[src/rtl/pipe_ctrl_pkg.sv]
// Shared types and constants for the pipeline hazard controller.
//   state_e      : controller FSM state (RUN / LU_STALL / MEM_WAIT / HALT)
//   REG_ZERO     : hard-wired zero register number, never a hazard source
//   stage_ctrl_t : bundle of per-stage pipeline register controls
package pipe_ctrl_pkg;

  typedef enum logic [1:0] {
    RUN      = 2'd0,
    LU_STALL = 2'd1,
    MEM_WAIT = 2'd2,
    HALT     = 2'd3
  } state_e;

  localparam logic [4:0] REG_ZERO = 5'd0;

  // Field order is MSB first, so the action constants below read left to right.
  typedef struct packed {
    logic pc_write;
    logic if_id_write;
    logic if_id_flush;
    logic id_ex_flush;
    logic id_ex_hold;
    logic ex_mem_hold;
  } stage_ctrl_t;

  localparam stage_ctrl_t CTRL_RUN    = 6'b110000;
  localparam stage_ctrl_t CTRL_FREEZE = 6'b000011;
  localparam stage_ctrl_t CTRL_BRANCH = 6'b111100;
  localparam stage_ctrl_t CTRL_STALL  = 6'b000100;
  localparam stage_ctrl_t CTRL_JUMP   = 6'b111000;

endpackage

[src/rtl/pipeline_hazard_ctrl_hazard_match.sv]
// hazard_match: combinational load-use comparator.
// Flags a load-use hazard when the instruction in EX is a load whose
// destination (other than the zero register) is read by the instruction in ID.
//   id_rs_i, id_rt_i         : ID source register numbers
//   id_use_rs_i, id_use_rt_i : ID instruction really reads rs / rt
//   ex_dst_i                 : EX destination register
//   ex_mem_read_i            : EX instruction is a load
//   lu_o                     : load-use hazard
module hazard_match
  import pipe_ctrl_pkg::*;
(
  input  logic [4:0] id_rs_i,
  input  logic [4:0] id_rt_i,
  input  logic       id_use_rs_i,
  input  logic       id_use_rt_i,
  input  logic [4:0] ex_dst_i,
  input  logic       ex_mem_read_i,
  output logic       lu_o
);

  logic rs_hit;
  logic rt_hit;

  assign rs_hit = id_use_rs_i & (id_rs_i == ex_dst_i);
  assign rt_hit = id_use_rt_i & (id_rt_i == ex_dst_i);
  assign lu_o   = ex_mem_read_i & (ex_dst_i != REG_ZERO) & (rs_hit | rt_hit);

endmodule

[src/rtl/pipeline_hazard_ctrl.sv]
// pipeline_hazard_ctrl: sequences PC, IF/ID, ID/EX and EX/MEM registers of a
// 5-stage pipeline. Handles load-use stalls, branch/jump redirects and
// data-memory wait states; a memory access stuck for MEM_TIMEOUT cycles halts
// the pipeline until reset.
// Ports:
//   clk, reset (async, active-high)
//   id_rs, id_rt, id_use_rs, id_use_rt, id_jump : ID stage info
//   ex_dst, ex_mem_read, ex_branch_taken         : EX stage info
//   mem_req, mem_ready                           : MEM stage handshake
//   pc_write, if_id_write, if_id_flush, id_ex_flush, id_ex_hold, ex_mem_hold
//                                                : stage controls (combinational)
//   state                                        : current FSM state
//   err_timeout                                  : sticky memory timeout flag
// Optional feature macro HAZARD_PERF_EN adds saturating counters
//   stall_cnt (load-use + memory-wait cycles) and flush_cnt (branch + jump flushes).
module pipeline_hazard_ctrl
  import pipe_ctrl_pkg::*;
#(
  parameter int LOAD_DELAY  = 1,
  parameter int MEM_TIMEOUT = 255,
  parameter int CNT_W       = 32
) (
  input  logic             clk,
  input  logic             reset,
  input  logic [4:0]       id_rs,
  input  logic [4:0]       id_rt,
  input  logic             id_use_rs,
  input  logic             id_use_rt,
  input  logic             id_jump,
  input  logic [4:0]       ex_dst,
  input  logic             ex_mem_read,
  input  logic             ex_branch_taken,
  input  logic             mem_req,
  input  logic             mem_ready,
  output logic             pc_write,
  output logic             if_id_write,
  output logic             if_id_flush,
  output logic             id_ex_flush,
  output logic             id_ex_hold,
  output logic             ex_mem_hold,
  output logic [1:0]       state,
  output logic             err_timeout
`ifdef HAZARD_PERF_EN
  ,
  output logic [CNT_W-1:0] stall_cnt,
  output logic [CNT_W-1:0] flush_cnt
`endif
);

  localparam int WAIT_W = (MEM_TIMEOUT > 0) ? $clog2(MEM_TIMEOUT + 1) : 1;
  localparam logic [WAIT_W:0] TIMEOUT_V = MEM_TIMEOUT[WAIT_W:0];
  // lu_cnt counts the stall cycles still owed after the next one.
  localparam logic [1:0] LU_RELOAD = (LOAD_DELAY > 1) ? 2'(LOAD_DELAY - 2) : 2'd0;

  state_e            state_q, state_d;
  state_e            prior_q, prior_d;
  state_e            eff_state;
  logic [1:0]        lu_cnt_q, lu_cnt_d;
  logic [WAIT_W-1:0] wait_cnt_q, wait_cnt_d;
  logic [WAIT_W:0]   wait_next;
  logic              err_q, err_d;
  logic              lu, mw;
  stage_ctrl_t       ctrl, ctrl_out;

  hazard_match u_match (
    .id_rs_i       (id_rs),
    .id_rt_i       (id_rt),
    .id_use_rs_i   (id_use_rs),
    .id_use_rt_i   (id_use_rt),
    .ex_dst_i      (ex_dst),
    .ex_mem_read_i (ex_mem_read),
    .lu_o          (lu)
  );

  assign mw = mem_req & ~mem_ready;

  always_comb begin
    state_d    = state_q;
    prior_d    = prior_q;
    lu_cnt_d   = lu_cnt_q;
    wait_cnt_d = wait_cnt_q;
    err_d      = err_q;
    ctrl       = CTRL_RUN;
    // MEM_WAIT resumes whatever it interrupted, so decisions use that state.
    eff_state  = (state_q == MEM_WAIT) ? prior_q : state_q;
    wait_next  = (state_q == MEM_WAIT) ? ({1'b0, wait_cnt_q} + (WAIT_W+1)'(1))
                                       : (WAIT_W+1)'(1);
    if (state_q == HALT) begin
      ctrl = CTRL_FREEZE;
    end else if (mw) begin
      // Freeze everything; a taken branch in EX waits inside ID/EX.
      ctrl = CTRL_FREEZE;
      if (state_q != MEM_WAIT) prior_d = state_q;
      wait_cnt_d = wait_next[WAIT_W] ? '1 : wait_next[WAIT_W-1:0];
      if ((MEM_TIMEOUT != 0) && (wait_next >= TIMEOUT_V)) begin
        state_d = HALT;
        err_d   = 1'b1;
      end else begin
        state_d = MEM_WAIT;
      end
    end else begin
      wait_cnt_d = '0;
      state_d    = eff_state;
      if (ex_branch_taken) begin
        ctrl    = CTRL_BRANCH;
        state_d = RUN;
      end else if (eff_state == LU_STALL) begin
        ctrl = CTRL_STALL;
        if (lu_cnt_q == 2'd0) state_d = RUN;
        else lu_cnt_d = lu_cnt_q - 2'd1;
      end else if (lu) begin
        ctrl = CTRL_STALL;
        if (LOAD_DELAY > 1) begin
          state_d  = LU_STALL;
          lu_cnt_d = LU_RELOAD;
        end
      end else if (id_jump) begin
        ctrl = CTRL_JUMP;
      end
    end
  end

  always_ff @(posedge clk or posedge reset) begin
    if (reset) begin
      state_q    <= RUN;
      prior_q    <= RUN;
      lu_cnt_q   <= 2'd0;
      wait_cnt_q <= '0;
      err_q      <= 1'b0;
    end else begin
      state_q    <= state_d;
      prior_q    <= prior_d;
      lu_cnt_q   <= lu_cnt_d;
      wait_cnt_q <= wait_cnt_d;
      err_q      <= err_d;
    end
  end

  // Controls are forced to free-running while reset is asserted.
  assign ctrl_out    = reset ? CTRL_RUN : ctrl;
  assign pc_write    = ctrl_out.pc_write;
  assign if_id_write = ctrl_out.if_id_write;
  assign if_id_flush = ctrl_out.if_id_flush;
  assign id_ex_flush = ctrl_out.id_ex_flush;
  assign id_ex_hold  = ctrl_out.id_ex_hold;
  assign ex_mem_hold = ctrl_out.ex_mem_hold;
  assign state       = state_q;
  assign err_timeout = err_q;

`ifdef HAZARD_PERF_EN
  localparam logic [CNT_W-1:0] CNT_ONE = {{(CNT_W-1){1'b0}}, 1'b1};
  logic [CNT_W-1:0] stall_cnt_q, flush_cnt_q;

  // Every stall or freeze blocks the PC; every branch/jump flushes IF/ID.
  always_ff @(posedge clk or posedge reset) begin
    if (reset) begin
      stall_cnt_q <= '0;
      flush_cnt_q <= '0;
    end else begin
      if (!ctrl.pc_write && (stall_cnt_q != '1)) stall_cnt_q <= stall_cnt_q + CNT_ONE;
      if (ctrl.if_id_flush && (flush_cnt_q != '1)) flush_cnt_q <= flush_cnt_q + CNT_ONE;
    end
  end

  assign stall_cnt = stall_cnt_q;
  assign flush_cnt = flush_cnt_q;
`endif

endmodule

[config.mk]
export PLATFORM = sky130hd
export DESIGN_NAME = pipeline_hazard_ctrl
export DESIGN_NICKNAME = d
export VERILOG_FILES = /design/src/rtl/pipe_ctrl_pkg.sv /design/src/rtl/pipeline_hazard_ctrl_hazard_match.sv /design/src/rtl/pipeline_hazard_ctrl.sv
export SDC_FILE = /design/constraint.sdc
export NUM_CORES = 1
export LEC_CHECK = 0
export ABC_AREA = 1
export CORE_ASPECT_RATIO = 0.7
export CORE_MARGIN = 3
export CORE_UTILIZATION = 45
export CTS_BUF_LIST = sky130_fd_sc_hd__clkbuf_16
export CTS_CLUSTER_SIZE = 8
export DETAILED_ROUTE_END_ITERATION = 8
export HOLD_SLACK_MARGIN = 0.02
export PLACE_DENSITY = 0.76
export SETUP_SLACK_MARGIN = 0.5
export SKIP_LAST_GASP = 1
export SLEW_MARGIN = 40
export SYNTH_ARGS = -nofsm -noshare
export SYNTH_HDL_FRONTEND = slang
export SYNTH_HIERARCHICAL = 1
export SYNTH_SLANG_ARGS = --single-unit
[constraint.sdc]
create_clock -name clk -period 4.51 [get_ports clk]
set_input_delay 1.1275 -clock clk [delete_from_list [all_inputs] [get_ports clk]]
set_output_delay 1.1275 -clock clk [all_outputs]
set_load 0.05 [all_outputs]
==> reports/qor.txt <==
Core region area = 2330 sq um
First-iteration detailed-routing DRC count = 92
CTS tree = yes
Htree depth = 1
Yosys warnings = 6
Yosys cell types = 28
Clk network pwr share = 44.5%
RD Place Congestion = 0.858
Combinational power share = 19.1%
DR WL/cell = 12.4 um
First-pass GRT wire length = 5.13 mm
Vias in the first global route = 1178
Yosys reg bits = 15
Final net count = 248
Clk root buf = clkbuf_16
Vias per cell = 4.96
Clock latency on the worst-skew pair = 0.24 ns
Cells after Synth = 185
Peak VDD IR = 0.000157 V
Endpoint class of the critical path = primary output
Status = completed
Min cycle time layout = 3.90 ns
CTS Buffer Depth = 2
Final wirelength = 3.13 mm
Final Skew = 0.00386 ns
Hold Path Class = reg -> reg
Starting Density = 51.5%
Power Density = 230 nW/um^2
I/O Pins = 33
P&R area growth vs syn = 37.1%
Residual DRC = 0
Net switching power = 92.4 uW
Internal power = 285 uW
Hold buffers post-CTS = 0
Switching part of the total = 24.5%
Die area = 3330 sq um
# Max-Cap Violations = 0
Mapped cell area = 1200 sq um
Worst slew pin tran = 0.525 ns
Post-detailed-route count of antenna-violating nets = 0
Layout Utilization = 70.5%
Worst r2r src = wait_cnt_q[0]
Hpwl dp = 2.47 mm
Cell Rows = 14
Setup TNS Final = 0 ns
CTS buffer count = 3
Worst min-delay path startpoint = err_timeout
Crit. Startpoint = ex_dst[4]
Vias after detailed routing = 1254
Achievable frequency = 256 MHz
# setup viols final = 0
Net Count, Synth = 211
Worst setup SP type = primary input
Max transition margin = 64.9%
Worst path required time = 3.38 ns
Final cycle utilization of the critical path = 86.5%
GRT Total Usage = 19.8%
PortBufs = 32
Final Max Tran Viols = 0
Setup CP Type = in -> out
Clk sinks = 15
Die span in y = 49.2 um
Worst-path clk slew = 0.04 ns
Antenna diodes = 0
Aggregate global routing overflow = 0
Largest net degree at the start of global routing = 17
RSZ-0062 raised after global routing = no
Sequential-to-total area share from yosys stat = 31.3%
Part of the power in registers = 36.4%
Initial antenna violation count = 0
CP max FO = 4
WP data arrival = 2.78 ns
Drt pass-1 iters = 5
Leakage = 0.000928 uW
Final number of hold-violating endpoints = 0
Die width = 67.7 um
Post-Syn Area per Cell = 6.48 sq um
Share of post-route cells with drive strength above 1 = 15.8%
==> kinds of logic after synthesis <==
logic type | Yosys count | share of synthesized area (%)
and+or+nand+nor | 99 | 39.5
AOI/OAI and AO/OA | 26 | 12.4
xor gates and xnor gates | 1 | 0.731
buffers and inverters | 42 | 14.0
adders and majority gates | 2 | 2.09
DFF | 15 | 31.3
==> layer usage <==
| layer | track usage, % | vias to the layer above | routed length (um) |
|---|---|---|---|
| met5 | 0 | - | 0 |
| met4 | 3.03 | 0 | 5 |
| met3 | 4.38 | 2 | 233 |
| met2 | 32.8 | 43 | 1460 |
| met1 | 26.4 | 571 | 1430 |
| li1 | - | 638 | - |
==> worst max-delay path, cell delays in order <==
cell and delay, ns:
clkdlybuf4s50_1 0.54, inv_2 0.06, nand2_2 0.05, nand2_1 0.04, nor2_1 0.10, nand3_1 0.10, a21oi_2 0.15, inv_1 0.08
a21oi_2 0.16, o21a_1 0.14, inv_1 0.06, buf_4 0.19
==> layout by cell type, fill, tap and decap left out, drive strengths merged <==
cell / instances
a21o: 1
o21ai: 14
nand3: 11
inv: 41
clkbuf: 3
a21oi: 6
dfrtp: 15
o21a: 1
clkdlybuf4s50: 24
xor2: 1
a31oi: 2
nand4: 4
ha: 2
nor2: 21
nor3: 1
buf: 6
o21bai: 1
o22ai: 1
nand2: 62
dlymetal6s2s: 4
==> power groups by stage <==
stage	Sequential [uW]	Clock [uW]	Combinational [uW]
global placement	139	0	70.7
global route	137	181	78.2
CTS	137	170	72.5
floorplan	141	0	36.2
detailed placement	139	0	72.0
finish	137	168	72.1
==> flip-flops by register name, summed over array words and instances, names as in the netlist <==
name	flops
lu_cnt_q	2
prior_q	2
wait_cnt_q	8
state	2
err_timeout	1
==> final cells by class <==
| type | instances | area (sq um) |
|---|---|---|
| clock buffer | 3 | 75.1 |
| clock inverter | 1 | 3.75 |
| fill | 198 | 687 |
| inverter | 40 | 153 |
| multi-input combinational | 128 | 663 |
| sequential | 15 | 375 |
| tap | 32 | 40.0 |
| timing repair buffer | 34 | 333 |
==> path summary, 6_finish.rpt <==
path	to	slack (ns)	cells past startpoint
max	pc_write	0.61	12
min	err_timeout	0.48	2
max reg2reg	err_timeout	2.97	9
min reg2reg	err_timeout	0.48	2
max in group asynchronous	state[1]	3.08	3
min in group asynchronous	prior_q[1]	1.25	3
==> per-stage QoR <==
step / total power, uW / setup WS [ns] / instance area (sq um) / std cells / hold WS [ns]
floorplan: 177 / 0.911 / 1200 / 185 / 0.436
detailed placement: 211 / 0.190 / 1550 / 249 / 0.466
finish: 378 / 0.607 / 1640 / 253 / 0.475
global route: 396 / 0.484 / 1640 / 253 / 0.506
CTS: 380 / 0.552 / 1630 / 253 / 0.484
global placement: 210 / 0.208 / 1550 / 249 / 0.449
==> repair_timing <==
item,CTS,global route
setup buffers,0,0
endpoints found under the setup margin,1,5
resized for setup,3,8
==> synthesized netlist by cell type <==
master	number	area, sq um
nand3_2	1	10.0
a21o_1	1	7.51
a21oi_2	1	8.76
nor2_1	13	48.8
buf_4	2	15.0
a31oi_1	2	12.5
o21ai_2	1	8.76
o21bai_1	1	7.51
inv_4	1	6.26
o21a_1	1	7.51
nand4_1	3	18.8
dfrtp_1	15	375
a21oi_1	5	25.0
nand4_4	1	21.3
nor2_4	2	22.5
nor3_1	1	5.00
nor2_2	5	31.3
ha_1	2	25.0
nand2_2	5	31.3
nor2_8	1	20.0
o21ai_1	7	35.0
xor2_1	1	8.76
o22ai_1	1	6.26
inv_1	33	124
nand3_1	10	50.1
inv_2	6	22.5
nand2_1	57	214
o21ai_0	6	30.0
No activity file was read; power rests on OpenSTA's default activity.
